`config.mk`:
```
export PLATFORM = sky130hd
export DESIGN_NAME = sd_programm_lader_flat
export DESIGN_NICKNAME = d
export VERILOG_FILES = /design/src/rtl/sd_programm_lader_if.sv /design/src/rtl/sd_programm_lader.sv /design/src/flat_wrapper.sv
export SDC_FILE = /design/constraint.sdc
export NUM_CORES = 1
export LEC_CHECK = 0
export CAP_MARGIN = 25
export CORE_UTILIZATION = 45
export DETAILED_ROUTE_END_ITERATION = 10
export PLACE_DENSITY = 0.68
export RECOVER_POWER = 25
export REMOVE_ABC_BUFFERS = 1
export SLEW_MARGIN = 30
export SYNTH_ARGS = -nofsm -noshare
export SYNTH_HDL_FRONTEND = slang
export SYNTH_SLANG_ARGS = --single-unit
```
`constraint.sdc`:
```
create_clock -name i_clk -period 3.35 [get_ports i_clk]
set_input_delay 0.335 -clock i_clk [delete_from_list [all_inputs] [get_ports i_clk]]
set_output_delay 0.335 -clock i_clk [all_outputs]
set_load 0.005 [all_outputs]
```
`src/rtl/sd_programm_lader_if.sv`:
```
// Bundle between the boot loader, the SD card reader and the program/data RAM port.
// master = the surroundings (Start, SD reader), slave = the loader itself.
interface sd_programm_lader_if #(
    parameter int ADRESS_BREITE = 16
);
    logic                     start;
    logic [31:0]              sd_daten;
    logic                     sd_busy;
    logic [31:0]              sd_adresse;
    logic                     sd_lesen;
    logic [ADRESS_BREITE-1:0] ram_adresse;
    logic [31:0]              ram_daten;
    logic                     ram_schreiben;
    logic                     lade_aktiv;
    logic                     fertig;
    logic                     fehler;

    modport master (
        output start, sd_daten, sd_busy,
        input  sd_adresse, sd_lesen, ram_adresse, ram_daten, ram_schreiben,
               lade_aktiv, fertig, fehler
    );

    modport slave (
        input  start, sd_daten, sd_busy,
        output sd_adresse, sd_lesen, ram_adresse, ram_daten, ram_schreiben,
               lade_aktiv, fertig, fehler
    );
endinterface

```
`src/rtl/sd_programm_lader.sv`:
```
// Boot loader: reads word count N, then N words from SD, writes them to RAM[0..N-1].
// Define LADER_PRUEFSUMME_EN to read and verify a trailing XOR checksum word.
module sd_programm_lader #(
    parameter int          ADRESS_BREITE = 16,
    parameter int          RAM_WORTE     = 1024,
    parameter logic [31:0] BASIS_ADRESSE = 32'd0,
    parameter int          ABSTAND       = 31
) (
    input  logic               i_clk,
    input  logic               i_rst,
    sd_programm_lader_if.slave io_lader
);
    localparam int IW = ADRESS_BREITE + 1;
    localparam int CW = (ABSTAND > 0) ? $clog2(ABSTAND + 1) : 1;

    typedef enum logic [2:0] {
        LEERLAUF, ANFORDERN, WARTE_BUSY, WARTE_DATEN, SCHREIBEN, FERTIG, FEHLER
    } state_t;

    state_t        r_state, w_next;
    logic [CW-1:0] r_abstand;
    logic [IW-1:0] r_index, r_anzahl;
    logic [31:0]   r_sd_adresse, r_daten;
    logic          r_kopf, r_lade_aktiv, r_fertig, r_fehler;
`ifdef LADER_PRUEFSUMME_EN
    logic          r_pruef;
    logic [31:0]   r_xor;
`endif
    logic w_sd_lesen, w_anfrage, w_letztes, w_n_null, w_n_zu_gross;

    // The reader corrupts back-to-back requests, so each request waits out the spacing count.
    assign w_anfrage    = (r_abstand == '0) && !io_lader.sd_busy;
    assign w_letztes    = (r_index + IW'(1)) == r_anzahl;
    assign w_n_null     = io_lader.sd_daten == 32'd0;
    assign w_n_zu_gross = io_lader.sd_daten > 32'(RAM_WORTE);

    always_comb begin
        w_next     = r_state;
        w_sd_lesen = 1'b0;
        case (r_state)
            LEERLAUF:   if (io_lader.start) w_next = ANFORDERN;
            ANFORDERN: begin
                if (w_anfrage) begin
                    w_sd_lesen = 1'b1;
                    w_next     = WARTE_BUSY;
                end
            end
            WARTE_BUSY: if (io_lader.sd_busy) w_next = WARTE_DATEN;
            WARTE_DATEN: begin
                if (!io_lader.sd_busy) begin
                    if (r_kopf) begin
                        if (w_n_zu_gross)
                            w_next = FEHLER;
                        else if (w_n_null)
`ifdef LADER_PRUEFSUMME_EN
                            w_next = ANFORDERN;
`else
                            w_next = FERTIG;
`endif
                        else
                            w_next = ANFORDERN;
                    end
`ifdef LADER_PRUEFSUMME_EN
                    else if (r_pruef)
                        w_next = (io_lader.sd_daten == r_xor) ? FERTIG : FEHLER;
`endif
                    else
                        w_next = SCHREIBEN;
                end
            end
`ifdef LADER_PRUEFSUMME_EN
            SCHREIBEN:  w_next = ANFORDERN;
`else
            SCHREIBEN:  w_next = w_letztes ? FERTIG : ANFORDERN;
`endif
            FERTIG:     w_next = LEERLAUF;
            FEHLER:     w_next = LEERLAUF;
            default:    w_next = LEERLAUF;
        endcase
    end

    always_ff @(posedge i_clk) begin
        if (i_rst) r_state <= LEERLAUF;
        else       r_state <= w_next;
    end

    always_ff @(posedge i_clk) begin
        if (i_rst) begin
            r_abstand    <= CW'(ABSTAND);
            r_index      <= '0;
            r_anzahl     <= '0;
            r_sd_adresse <= '0;
            r_daten      <= '0;
            r_kopf       <= 1'b0;
            r_lade_aktiv <= 1'b0;
            r_fertig     <= 1'b0;
            r_fehler     <= 1'b0;
`ifdef LADER_PRUEFSUMME_EN
            r_pruef      <= 1'b0;
            r_xor        <= '0;
`endif
        end else begin
            case (r_state)
                LEERLAUF: begin
                    if (io_lader.start) begin
                        r_fertig     <= 1'b0;
                        r_fehler     <= 1'b0;
                        r_lade_aktiv <= 1'b1;
                        r_sd_adresse <= BASIS_ADRESSE;
                        r_index      <= '0;
                        r_abstand    <= CW'(ABSTAND);
                        r_kopf       <= 1'b1;
`ifdef LADER_PRUEFSUMME_EN
                        r_pruef      <= 1'b0;
                        r_xor        <= '0;
`endif
                    end
                end
                ANFORDERN: begin
                    if (!io_lader.sd_busy)
                        r_abstand <= (r_abstand == '0) ? CW'(ABSTAND) : r_abstand - CW'(1);
                end
                WARTE_DATEN: begin
                    if (!io_lader.sd_busy) begin
                        if (r_kopf) begin
                            r_kopf   <= 1'b0;
                            r_anzahl <= io_lader.sd_daten[IW-1:0];
`ifdef LADER_PRUEFSUMME_EN
                            // With N=0 the next word is already the checksum.
                            if (!w_n_zu_gross) begin
                                r_sd_adresse <= r_sd_adresse + 32'd1;
                                r_pruef      <= w_n_null;
                            end
`else
                            if (!w_n_zu_gross && !w_n_null)
                                r_sd_adresse <= r_sd_adresse + 32'd1;
`endif
                        end
`ifdef LADER_PRUEFSUMME_EN
                        else if (!r_pruef) begin
                            r_daten <= io_lader.sd_daten;
                            r_xor   <= r_xor ^ io_lader.sd_daten;
                        end
`else
                        else
                            r_daten <= io_lader.sd_daten;
`endif
                    end
                end
                SCHREIBEN: begin
                    r_index <= r_index + IW'(1);
`ifdef LADER_PRUEFSUMME_EN
                    r_sd_adresse <= r_sd_adresse + 32'd1;
                    if (w_letztes) r_pruef <= 1'b1;
`else
                    if (!w_letztes) r_sd_adresse <= r_sd_adresse + 32'd1;
`endif
                end
                FERTIG: begin
                    r_fertig     <= 1'b1;
                    r_lade_aktiv <= 1'b0;
                end
                FEHLER: begin
                    r_fehler     <= 1'b1;
                    r_lade_aktiv <= 1'b0;
                end
                default: ;
            endcase
        end
    end

    assign io_lader.sd_adresse    = r_sd_adresse;
    assign io_lader.sd_lesen      = w_sd_lesen;
    assign io_lader.ram_adresse   = r_index[ADRESS_BREITE-1:0];
    assign io_lader.ram_daten     = r_daten;
    assign io_lader.ram_schreiben = (r_state == SCHREIBEN);
    assign io_lader.lade_aktiv    = r_lade_aktiv;
    assign io_lader.fertig        = r_fertig;
    assign io_lader.fehler        = r_fehler;
endmodule

```
`src/flat_wrapper.sv`:
```
// flat-port wrapper written by rule: the top's interface ports become plain ports
module sd_programm_lader_flat 
#(
    parameter int          ADRESS_BREITE = 16,
    parameter int          RAM_WORTE     = 1024,
    parameter logic [31:0] BASIS_ADRESSE = 32'd0,
    parameter int          ABSTAND       = 31
)
  (i_clk, i_rst, io_lader_start, io_lader_sd_daten, io_lader_sd_busy, io_lader_sd_adresse, io_lader_sd_lesen, io_lader_ram_adresse, io_lader_ram_daten, io_lader_ram_schreiben, io_lader_lade_aktiv, io_lader_fertig, io_lader_fehler);
  sd_programm_lader_if #(.ADRESS_BREITE(ADRESS_BREITE)) io_lader_i ();
  input  logic i_clk;
  input  logic i_rst;
  input wire logic [$bits(io_lader_i.start)-1:0] io_lader_start;
  input wire logic [$bits(io_lader_i.sd_daten)-1:0] io_lader_sd_daten;
  input wire logic [$bits(io_lader_i.sd_busy)-1:0] io_lader_sd_busy;
  output wire logic [$bits(io_lader_i.sd_adresse)-1:0] io_lader_sd_adresse;
  output wire logic [$bits(io_lader_i.sd_lesen)-1:0] io_lader_sd_lesen;
  output wire logic [$bits(io_lader_i.ram_adresse)-1:0] io_lader_ram_adresse;
  output wire logic [$bits(io_lader_i.ram_daten)-1:0] io_lader_ram_daten;
  output wire logic [$bits(io_lader_i.ram_schreiben)-1:0] io_lader_ram_schreiben;
  output wire logic [$bits(io_lader_i.lade_aktiv)-1:0] io_lader_lade_aktiv;
  output wire logic [$bits(io_lader_i.fertig)-1:0] io_lader_fertig;
  output wire logic [$bits(io_lader_i.fehler)-1:0] io_lader_fehler;
  assign io_lader_i.start = io_lader_start;
  assign io_lader_i.sd_daten = io_lader_sd_daten;
  assign io_lader_i.sd_busy = io_lader_sd_busy;
  assign io_lader_sd_adresse = io_lader_i.sd_adresse;
  assign io_lader_sd_lesen = io_lader_i.sd_lesen;
  assign io_lader_ram_adresse = io_lader_i.ram_adresse;
  assign io_lader_ram_daten = io_lader_i.ram_daten;
  assign io_lader_ram_schreiben = io_lader_i.ram_schreiben;
  assign io_lader_lade_aktiv = io_lader_i.lade_aktiv;
  assign io_lader_fertig = io_lader_i.fertig;
  assign io_lader_fehler = io_lader_i.fehler;
  sd_programm_lader #(.ADRESS_BREITE(ADRESS_BREITE), .RAM_WORTE(RAM_WORTE), .BASIS_ADRESSE(BASIS_ADRESSE), .ABSTAND(ABSTAND)) u_core (.i_clk(i_clk), .i_rst(i_rst), .io_lader(io_lader_i));
endmodule
```
==> results by group, run 1 <==
Worst setup path
  • Endpoint arrival time on the critical path: 3.05 ns
  • Critical-path top delay cell: sky130_fd_sc_hd__or4_4
  • Max FO, Critical Path: 27
  • Largest stage delay, worst path: 0.54 ns
  • Worst path cell trace: ha_1 > nand3_2 > nor4_2 > xnor2_1 > nand4_1 > or4_4 > nand2_8 > o41ai_2
  • Crit path capture type: flop
  • Endpoint required time on the critical path: 3.50 ns
  • Kind of critical path: reg2reg
  • Kind of start point of the critical path: flop

Synth
  • Synth top area share: 37.08%
  • Synth Area in Compound Gates: 24.19%
  • Share of flip-flops with an asynchronous set or reset after synthesis: 0%
  • Number of cells produced by synthesis: 730
  • Adder-Cell Fraction of Synth Area: 0.6321%
  • Number of synthesized register bits: 110
  • Xor and xnor fraction of the mapped netlist area: 4.130%
  • Mux share of post-synthesis cell area: 0%
  • Number of flops mapped to enable cells by yosys: 0
  • Synth Flop Type: sky130_fd_sc_hd__dfxtp_1
  • Warnings from Yosys: 0
  • Cell area after technology mapping: 5938 um^2
  • Synth Area per Inst: 8.135 um^2
  • Largest cells by area after synthesis: sky130_fd_sc_hd__dfxtp_1 (37%), sky130_fd_sc_hd__nand2_1 (8.0%), sky130_fd_sc_hd__a21oi_1 (6.7%), sky130_fd_sc_hd__nand3_1 (3.5%), sky130_fd_sc_hd__o41ai_2 (3.3%)
  • Simple-gate share of the synthesized area: 26.78%
  • Share of synthesized area occupied by flip-flops and latches: 37.08%
  • Post-synthesis cell type with the largest combined area: sky130_fd_sc_hd__dfxtp_1
  • Post-synth cell types: 66
  • Dominant combinational cell family by area after synthesis: simple AND/OR/NAND/NOR gates

Pwr
  • Fraction of power consumed by sequential logic: 50.4%
  • PwrDens: 352.6 nW/um^2
  • Net load switching power: 0.0006157 W
  • Total leakage power: 2.580 nW
  • Cell Int Power: 0.002004 W
  • Worst IR drop on VDD: 292.1 uV
  • Switch share: 23.50%
  • Combinational share of power: 6.1%
  • Clock network fraction of design power: 43.5%

Global route
  • Pin count of the biggest net entering global routing: 54
  • Global-route usage over all layers: 25.76%
  • First-pass GRT wire length: 27.61 mm
  • GRT overflow: 0
  • Via count of the first global-routing pass: 5551
  • Number of antenna violations at the first check in global routing: 0

Finish
  • Final #Nets: 847
  • Post-route design area: 7431 um^2
  • Proportion of layout cells with a drive suffix above 1: 9.225%
  • Antenna Diode Count: 0
  • Filler instances: 1231
  • Area Overhead vs Synth: 25.14%
  • Final design utilization: 58.41%

Routing
  • Wire length reported by the detailed router: 16.93 mm
  • Iteration-0 DRC count of the detailed router: 453
  • Count of nets left with antenna violations after detail routing: 0
  • Drt wl/cell: 17.19 um
  • Overall via count from detail_route: 5847
  • Post-DR vias/cell: 5.936
  • Number of search-and-repair iterations in the first detailed-routing pass: 5
  • Remaining routing DRC violations: 0

STA
  • Time the final worst path needs with I/O delays and setup: 2.895 ns
  • Final sum of negative setup slack: 0 ns
  • Tcrit/Tclk final: 86.43%
  • Worst hold margin: 0.4539 ns
  • Max-Slew Margin vs Limit: -55.28%
  • Count of final hold-check violations: 0
  • Setup violation total in the final timing report: 0
  • Worst Max-Slew Pin Slew: 2.329 ns
  • Worst Skew: 0.01079 ns
  • Highest attainable clock frequency: 345.4 MHz
  • Unrepaired setup endpoints after global routing: no
  • Slew Limit Fails: 54

Clock tree
  • Number of buffers inserted by hold repair at cts: 0
  • Number of sinks handled by clock tree synthesis: 110
  • Worst-case clock buffer depth: 2
  • Resize count post-CTS: 0
  • CTS HTree Levels: 3
  • Num CTS Buffers: 9
  • Root buffer cell: sky130_fd_sc_hd__clkbuf_16
  • CTS tree: yes
  • Setup bufs post-CTS: 0
  • Clock Latency Late Sink: 0.36 ns
  • CTS clock-pin slew for the worst setup and hold paths: 0.07 ns

Place
  • Hpwl dp: 11.84 mm
  • Routability cong.: 0.9163
  • Cell area after placement: 7117 um^2
  • Number of port buffers: 120

Floorplan
  • Row count: 41
  • I/O pin count: 121
  • Core region area: 12720 um^2
  • Floorplan die width: 116.9 um
  • Die ar.: 13660 um^2
  • Overall die height: 116.9 um
  • Starting density of the core: 46.68%

Run status
  • Violated checks: capacitance limit, slew limit
  • Status: complete, but fails checks

Run
  • Max-cap viol count: 1

Min path
  • Worst Hold Class: reg2reg
kinds of logic (layout without fill, tap and decap cells):
group	Yosys count	after routing
adders and majority gates	3	3
DFF	110	110
and+or+nand+nor	305	305
buffers and inverters	82	165
xor gates and xnor gates	28	28
AOI/OAI and AO/OA	202	202
stage by stage:
stage / worst slack [ns] / power [W] / cells
after floorplan: 0.04823 / 0.001404 / 661
after global placement: 0.3647 / 0.001508 / 969
after detailed placement: 0.2940 / 0.001511 / 969
after CTS: 0.5022 / 0.002634 / 985
after global routing: 0.2485 / 0.002708 / 985
final: 0.4547 / 0.002620 / 985
layout by cell type (no fill, tap or decap), types with 11 or more instances in the layout:
master	synthesis	final
sky130_fd_sc_hd__nand4_1	18	18
sky130_fd_sc_hd__buf_4	20	16
sky130_fd_sc_hd__o21ai_0	17	17
sky130_fd_sc_hd__xor2_1	11	11
sky130_fd_sc_hd__nand3_1	42	42
sky130_fd_sc_hd__a21oi_1	79	79
sky130_fd_sc_hd__o41ai_2	12	12
sky130_fd_sc_hd__xnor2_1	17	17
sky130_fd_sc_hd__clkdlybuf4s50_1	0	74
sky130_fd_sc_hd__o311ai_1	15	15
sky130_fd_sc_hd__nor2_1	38	38
sky130_fd_sc_hd__inv_1	12	11
sky130_fd_sc_hd__dlygate4sd3_1	0	45
sky130_fd_sc_hd__nand2_1	126	126
sky130_fd_sc_hd__dfxtp_1	110	110
cells in the mapped netlist, types with 5 or more instances:
cell                       number
sky130_fd_sc_hd__nand2_1      126
sky130_fd_sc_hd__o21ai_2        5
sky130_fd_sc_hd__or3_1          5
sky130_fd_sc_hd__and2_1         5
sky130_fd_sc_hd__dfxtp_1      110
sky130_fd_sc_hd__inv_1         12
sky130_fd_sc_hd__o21ai_0       17
sky130_fd_sc_hd__nor3_1         9
sky130_fd_sc_hd__nand3_1       42
sky130_fd_sc_hd__buf_2          9
sky130_fd_sc_hd__and3_1         5
sky130_fd_sc_hd__and4_1         5
sky130_fd_sc_hd__a21o_1         8
sky130_fd_sc_hd__a211oi_1       7
sky130_fd_sc_hd__xnor2_1       17
sky130_fd_sc_hd__clkbuf_1      36
sky130_fd_sc_hd__nor4_1        11
sky130_fd_sc_hd__o211ai_1       9
sky130_fd_sc_hd__nand4_1       18
sky130_fd_sc_hd__a311oi_1       7
sky130_fd_sc_hd__o311ai_1      15
sky130_fd_sc_hd__o21ai_1        7
sky130_fd_sc_hd__o41ai_2       12
sky130_fd_sc_hd__a21oi_1       79
sky130_fd_sc_hd__buf_4         20
sky130_fd_sc_hd__xor2_1        11
sky130_fd_sc_hd__o41ai_1       10
sky130_fd_sc_hd__o311ai_0       5
sky130_fd_sc_hd__or4_1          8
sky130_fd_sc_hd__nor2_1        38
sky130_fd_sc_hd__a31oi_1        7
area by class of cell:
cell class / instances / area [um^2] / share of cell area [%]
Clock inverter: 5 / 65.06 / 0.8756
Sequential cell: 110 / 2202 / 29.63
Multi-Input combinational cell: 538 / 3332 / 44.84
Tap cell: 172 / 215.2 / 2.896
Timing Repair Buffer: 136 / 1315 / 17.70
Clock buffer: 11 / 252.7 / 3.401
Inverter: 13 / 48.80 / 0.6567
critical path: cells and delay by family, from the launching register on:
| kind | cells | cell delay [ns] |
|---|---|---|
| compound gates | 1 | 0.11 |
| xor+xnor | 1 | 0.18 |
| fa+ha+maj | 1 | 0.33 |
| flops | 1 | 0.46 |
| simple gates | 5 | 1.59 |
final timing paths:
check,startpoint,to,slack (ns),cells past startpoint
setup reg to reg,u_core.r_index[1]$_SDFFE_PP0P_,u_core.io_lader.sd_adresse[24]$_SDFFE_PP0P_,0.45,8
hold / removal,u_core.io_lader.ram_daten[26]$_SDFFE_PP0P_,u_core.io_lader.ram_daten[26]$_SDFFE_PP0P_,0.45,2
setup / recovery,u_core.r_index[1]$_SDFFE_PP0P_,u_core.io_lader.sd_adresse[24]$_SDFFE_PP0P_,0.45,8
hold reg to reg,u_core.io_lader.ram_daten[26]$_SDFFE_PP0P_,u_core.io_lader.ram_daten[26]$_SDFFE_PP0P_,0.45,2
layer usage:
metal / up-vias / GRT usage, % / wire, um
met5: - / 0 / 0
met1: 2810 / 31.26 / 7345
met2: 179 / 45.21 / 8456
met3: 25 / 5.819 / 808
met4: 0 / 8.186 / 317
li1: 2833 / - / -
sequential cells by signal, summed over array words and instances, names as in the netlist, 3 cells and up:
name / cells
u_core.io_lader.ram_daten: 32
u_core.io_lader.sd_adresse: 32
u_core.r_anzahl: 17
u_core.r_index: 17
u_core.r_abstand: 5
u_core.r_state: 3
power groups by stage:
stage,sequential [W],clock [W],combinational [W]
after floorplan,0.00135,0,0.0000524
after global placement,0.00135,0,0.000157
after detailed placement,0.00135,0,0.000160
after CTS,0.00132,0.00115,0.000160
after global routing,0.00132,0.00121,0.000173
final,0.00132,0.00114,0.000160
(Power assumes the default switching activity.)
==> inputs of run 2 (changes only) <==
==> constraint.sdc (replaced) <==
create_clock -name i_clk -period 3.35 [get_ports i_clk]
set_input_delay 0.67 -clock i_clk [delete_from_list [all_inputs] [get_ports i_clk]]
set_output_delay 0.67 -clock i_clk [all_outputs]
set_load 0.005 [all_outputs]
==> results by group, run 2 (synthesis results as in run 1) <==
Floorplan
  • Floorplan die width: 116.9 um (unchanged)
  • Row count: 41 (unchanged)
  • Core region area: 12720 um^2 (unchanged)
  • Overall die height: 116.9 um (unchanged)
  • I/O pin count: 121 (unchanged)
  • Die ar.: 13660 um^2 (unchanged)
  • Starting density of the core: 46.68% (unchanged)

Min path
  • Worst-case hold path end point: u_core.io_lader.ram_daten[24]$_SDFFE_PP0P_ (was u_core.io_lader.ram_daten[26]$_SDFFE_PP0P_)
  • Hold wc startpoint: u_core.io_lader.ram_daten[24]$_SDFFE_PP0P_ (was u_core.io_lader.ram_daten[26]$_SDFFE_PP0P_)
  • Number of cells on the worst hold path: 2 (unchanged)
  • Worst Hold Class: reg2reg (unchanged)

Clock tree
  • Number of buffers inserted by hold repair at cts: 0 (unchanged)
  • Setup bufs post-CTS: 0 (unchanged)
  • Clock Latency Late Sink: 0.35 ns (was 0.36 ns)
  • Num CTS Buffers: 9 (unchanged)
  • CTS tree: yes (unchanged)
  • Root buffer cell: sky130_fd_sc_hd__clkbuf_16 (unchanged)
  • Worst-case clock buffer depth: 2 (unchanged)
  • CTS HTree Levels: 3 (unchanged)
  • Resize count post-CTS: 0 (unchanged)
  • Number of sinks handled by clock tree synthesis: 110 (unchanged)
  • CTS clock-pin slew for the worst setup and hold paths: 0.07 ns (about the same)

STA
  • Slew Limit Fails: 32 (was 54)
  • Highest attainable clock frequency: 334.3 MHz (was 345.4 MHz)
  • Unrepaired setup endpoints after global routing: no (unchanged)
  • Final sum of negative setup slack: 0 ns (unchanged)
  • Setup violation total in the final timing report: 0 (unchanged)
  • Worst Skew: 0.004656 ns (was 0.01079 ns)
  • Max-Slew Margin vs Limit: -1.072% (was -55.28%)
  • Time the final worst path needs with I/O delays and setup: 2.992 ns (was 2.895 ns)
  • Tcrit/Tclk final: 89.31% (was 86.43%)
  • Worst Max-Slew Pin Slew: 1.516 ns (was 2.329 ns)
  • Count of final hold-check violations: 0 (unchanged)

Pwr
  • Total leakage power: 2.559 nW (was 2.580 nW)
  • Total Power: 0.002627 W (was 0.002620 W)
  • Worst IR drop on VDD: 206.0 uV (was 292.1 uV)
  • PwrDens: 352.3 nW/um^2 (was 352.6 nW/um^2)

Worst setup path
  • Kind of start point of the critical path: flop (unchanged)
  • Startpoint of the most critical register-to-register path: u_core.r_index[1]$_SDFFE_PP0P_ (unchanged)
  • Destination of the worst register-to-register timing path: u_core.io_lader.sd_adresse[6]$_SDFFE_PP0P_ (was u_core.io_lader.sd_adresse[24]$_SDFFE_PP0P_)
  • Critical-path top delay cell: sky130_fd_sc_hd__dfxtp_1 (was sky130_fd_sc_hd__or4_4)
  • Endpoint arrival time on the critical path: 3.23 ns (was 3.05 ns)
  • Largest stage delay, worst path: 0.47 ns (was 0.54 ns)
  • Worst path cell trace: ha_1 > xnor2_1 > xnor2_1 > nor4_1 > o2111ai_1 > nor4_4 > buf_4 > o311ai_0 > o41ai_1 (was ha_1 > nand3_2 > nor4_2 > xnor2_1 > nand4_1 > or4_4 > nand2_8 > o41ai_2)
  • Crit path capture type: flop (unchanged)
  • Kind of critical path: reg2reg (unchanged)
  • Length in cells of the worst reg-to-reg path: 9 (was 8)
  • FF-to-FF setup slack: 0.36 ns (was 0.45 ns)
  • Most frequent cell on the critical path: sky130_fd_sc_hd__xnor2_1
  • Endpoint required time on the critical path: 3.59 ns (was 3.50 ns)
  • Max FO, Critical Path: 35 (was 27)

Global route
  • Met3 Resource Use GR: 3.965% (was 5.819%)
  • GR Util met1: 32.75% (was 31.26%)
  • Pin count of the biggest net entering global routing: 60 (was 54)
  • Highest-utilization routing layer at the global route stage: met2 (unchanged)
  • Via count of the first global-routing pass: 5346 (was 5551)
  • Global-route usage over all layers: 25.49% (was 25.76%)
  • GRT overflow: 0 (unchanged)
  • First-pass GRT wire length: 27.08 mm (was 27.61 mm)
  • Number of antenna violations at the first check in global routing: 0 (unchanged)
  • Met2 global-route usage: 42.72% (was 45.21%)

Routing
  • Number of search-and-repair iterations in the first detailed-routing pass: 7 (was 5)
  • Drt wl/cell: 17.04 um (was 17.19 um)
  • Iteration-0 DRC count of the detailed router: 473 (was 453)
  • Overall via count from detail_route: 5820 (was 5847)
  • Count of nets left with antenna violations after detail routing: 0 (unchanged)
  • Post-DR vias/cell: 5.885 (was 5.936)
  • Wire length reported by the detailed router: 16.85 mm (was 16.93 mm)
  • Remaining routing DRC violations: 0 (unchanged)

Finish
  • Post-route design area: 7457 um^2 (was 7431 um^2)
  • Count of placed standard cells in the final layout, fillers left out: 989 (was 985)
  • Final #Nets: 851 (was 847)
  • Area of the multi-input gates: 3332 um^2 (unchanged)
  • Final design utilization: 58.62% (was 58.41%)
  • Antenna Diode Count: 0 (unchanged)
  • Commonest cells after routing, fill and taps aside: sky130_fd_sc_hd__nand2_1 (126), sky130_fd_sc_hd__dfxtp_1 (110), sky130_fd_sc_hd__clkdlybuf4s50_1 (86), sky130_fd_sc_hd__a21oi_1 (79), sky130_fd_sc_hd__nand3_1 (42) (was sky130_fd_sc_hd__nand2_1 (126), sky130_fd_sc_hd__dfxtp_1 (110), sky130_fd_sc_hd__a21oi_1 (79), sky130_fd_sc_hd__clkdlybuf4s50_1 (74), sky130_fd_sc_hd__dlygate4sd3_1 (45))
  • Most common library cell in the layout ignoring fill and taps: sky130_fd_sc_hd__nand2_1 (unchanged)
  • Area Overhead vs Synth: 25.58% (was 25.14%)
  • Filler instances: 1208 (was 1231)
  • Proportion of layout cells with a drive suffix above 1: 9.425% (was 9.225%)
  • Area used by sequential logic in the layout: 2202 um^2 (unchanged)

Place
  • Cell area after placement: 7147 um^2 (was 7117 um^2)
  • Inst Count DP: 973 (was 969)
  • Hpwl dp: 11.79 mm (was 11.84 mm)
  • Routability cong.: 0.8993 (was 0.9163)
  • Number of port buffers: 120 (unchanged)

Run status
  • Violated checks: capacitance limit, slew limit (unchanged)
  • Status: complete, but fails checks (unchanged)

Run
  • Max-cap viol count: 1 (unchanged)
run 2: changes by cell type in the layout (fill, tap and decap cells not counted), sizes merged:
cell           previous run  this run
clkdlybuf4s50            74        86
inv                      13        12
clkbuf                   12        16
buf                      16        18
dlygate4sd3              45        33
clkinv                    4         3
run 2: report_power, final:
group	switching, W	total (W)	internal [W]	leakage [nW]
Sequential	0.00000876	0.00132	0.00131	0.887
Combinational	0.0000981	0.000164	0.0000660	1.51
Clock	0.000482	0.00114	0.000660	0.162
Total	0.000589	0.00263	0.00204	2.56
run 2: layer usage:
layer	up-vias	share of wire [%]	wire, um
met4	0	2.0	340
li1	2839	-	-
met5	-	0	0
met1	2748	43	7295
met2	209	48	8122
met3	24	6.5	1090
run 2: worst max-delay path by stage:
stage                                   startpoint                                         end  slack (ns)  depth (start not counted)
floorplan                         io_lader_sd_busy   u_core.io_lader.ram_daten[0]$_SDFFE_PP0P_        0.05                          3
global placement             io_lader_sd_daten[12]  u_core.io_lader.sd_adresse[5]$_SDFFE_PP0P_        0.23                          8
detailed placement           io_lader_sd_daten[12]  u_core.io_lader.sd_adresse[6]$_SDFFE_PP0P_        0.16                          8
CTS                 u_core.r_index[1]$_SDFFE_PP0P_  u_core.io_lader.sd_adresse[6]$_SDFFE_PP0P_        0.40                          8
global route        u_core.r_index[1]$_SDFFE_PP0P_  u_core.io_lader.sd_adresse[6]$_SDFFE_PP0P_        0.11                          9
finish              u_core.r_index[1]$_SDFFE_PP0P_  u_core.io_lader.sd_adresse[6]$_SDFFE_PP0P_        0.36                          9
run 2: per-stage QoR:
stage,hold WS [ns],setup slack [ns]
2_1_floorplan,0.4356,0.04676
3_3_place_gp,0.4435,0.2301
3_5_place_dp,0.4472,0.1619
4_1_cts,0.4568,0.4035
5_1_grt,0.4717,0.1064
6_report,0.4501,0.3583
run 2: final cells by class:
| class | instances | area share, % |
|---|---|---|
| Clock buffer | 13 | 3.758 |
| Clock inverter | 3 | 0.5369 |
| Inverter | 13 | 0.6544 |
| Multi-Input combinational cell | 538 | 44.68 |
| Sequential cell | 110 | 29.53 |
| Tap cell | 172 | 2.886 |
| Timing Repair Buffer | 140 | 17.95 |
run 2: critical path: cells and delay by family, from the launching register on:
| kind | cells | cell delay, ns |
|---|---|---|
| AND/OR/NAND/NOR | 2 | 0.75 |
| AO/OA/AOI/OAI | 3 | 0.66 |
| flip-flops | 1 | 0.47 |
| buffers and inverters | 1 | 0.41 |
| adder cells (fa/ha/maj) | 1 | 0.34 |
| XOR/XNOR | 2 | 0.24 |
==> inputs of run 3 (changes only) <==
--- a/config.mk
+++ b/config.mk
@@ -8,6 +8,7 @@
 export CAP_MARGIN = 25
 export CORE_UTILIZATION = 45
 export DETAILED_ROUTE_END_ITERATION = 10
+export HOLD_SLACK_MARGIN = 0.08
 export PLACE_DENSITY = 0.68
 export RECOVER_POWER = 25
 export REMOVE_ABC_BUFFERS = 1
==> results of run 3 <==
The final DEF is identical to that of run 2; final timing and power are the same.
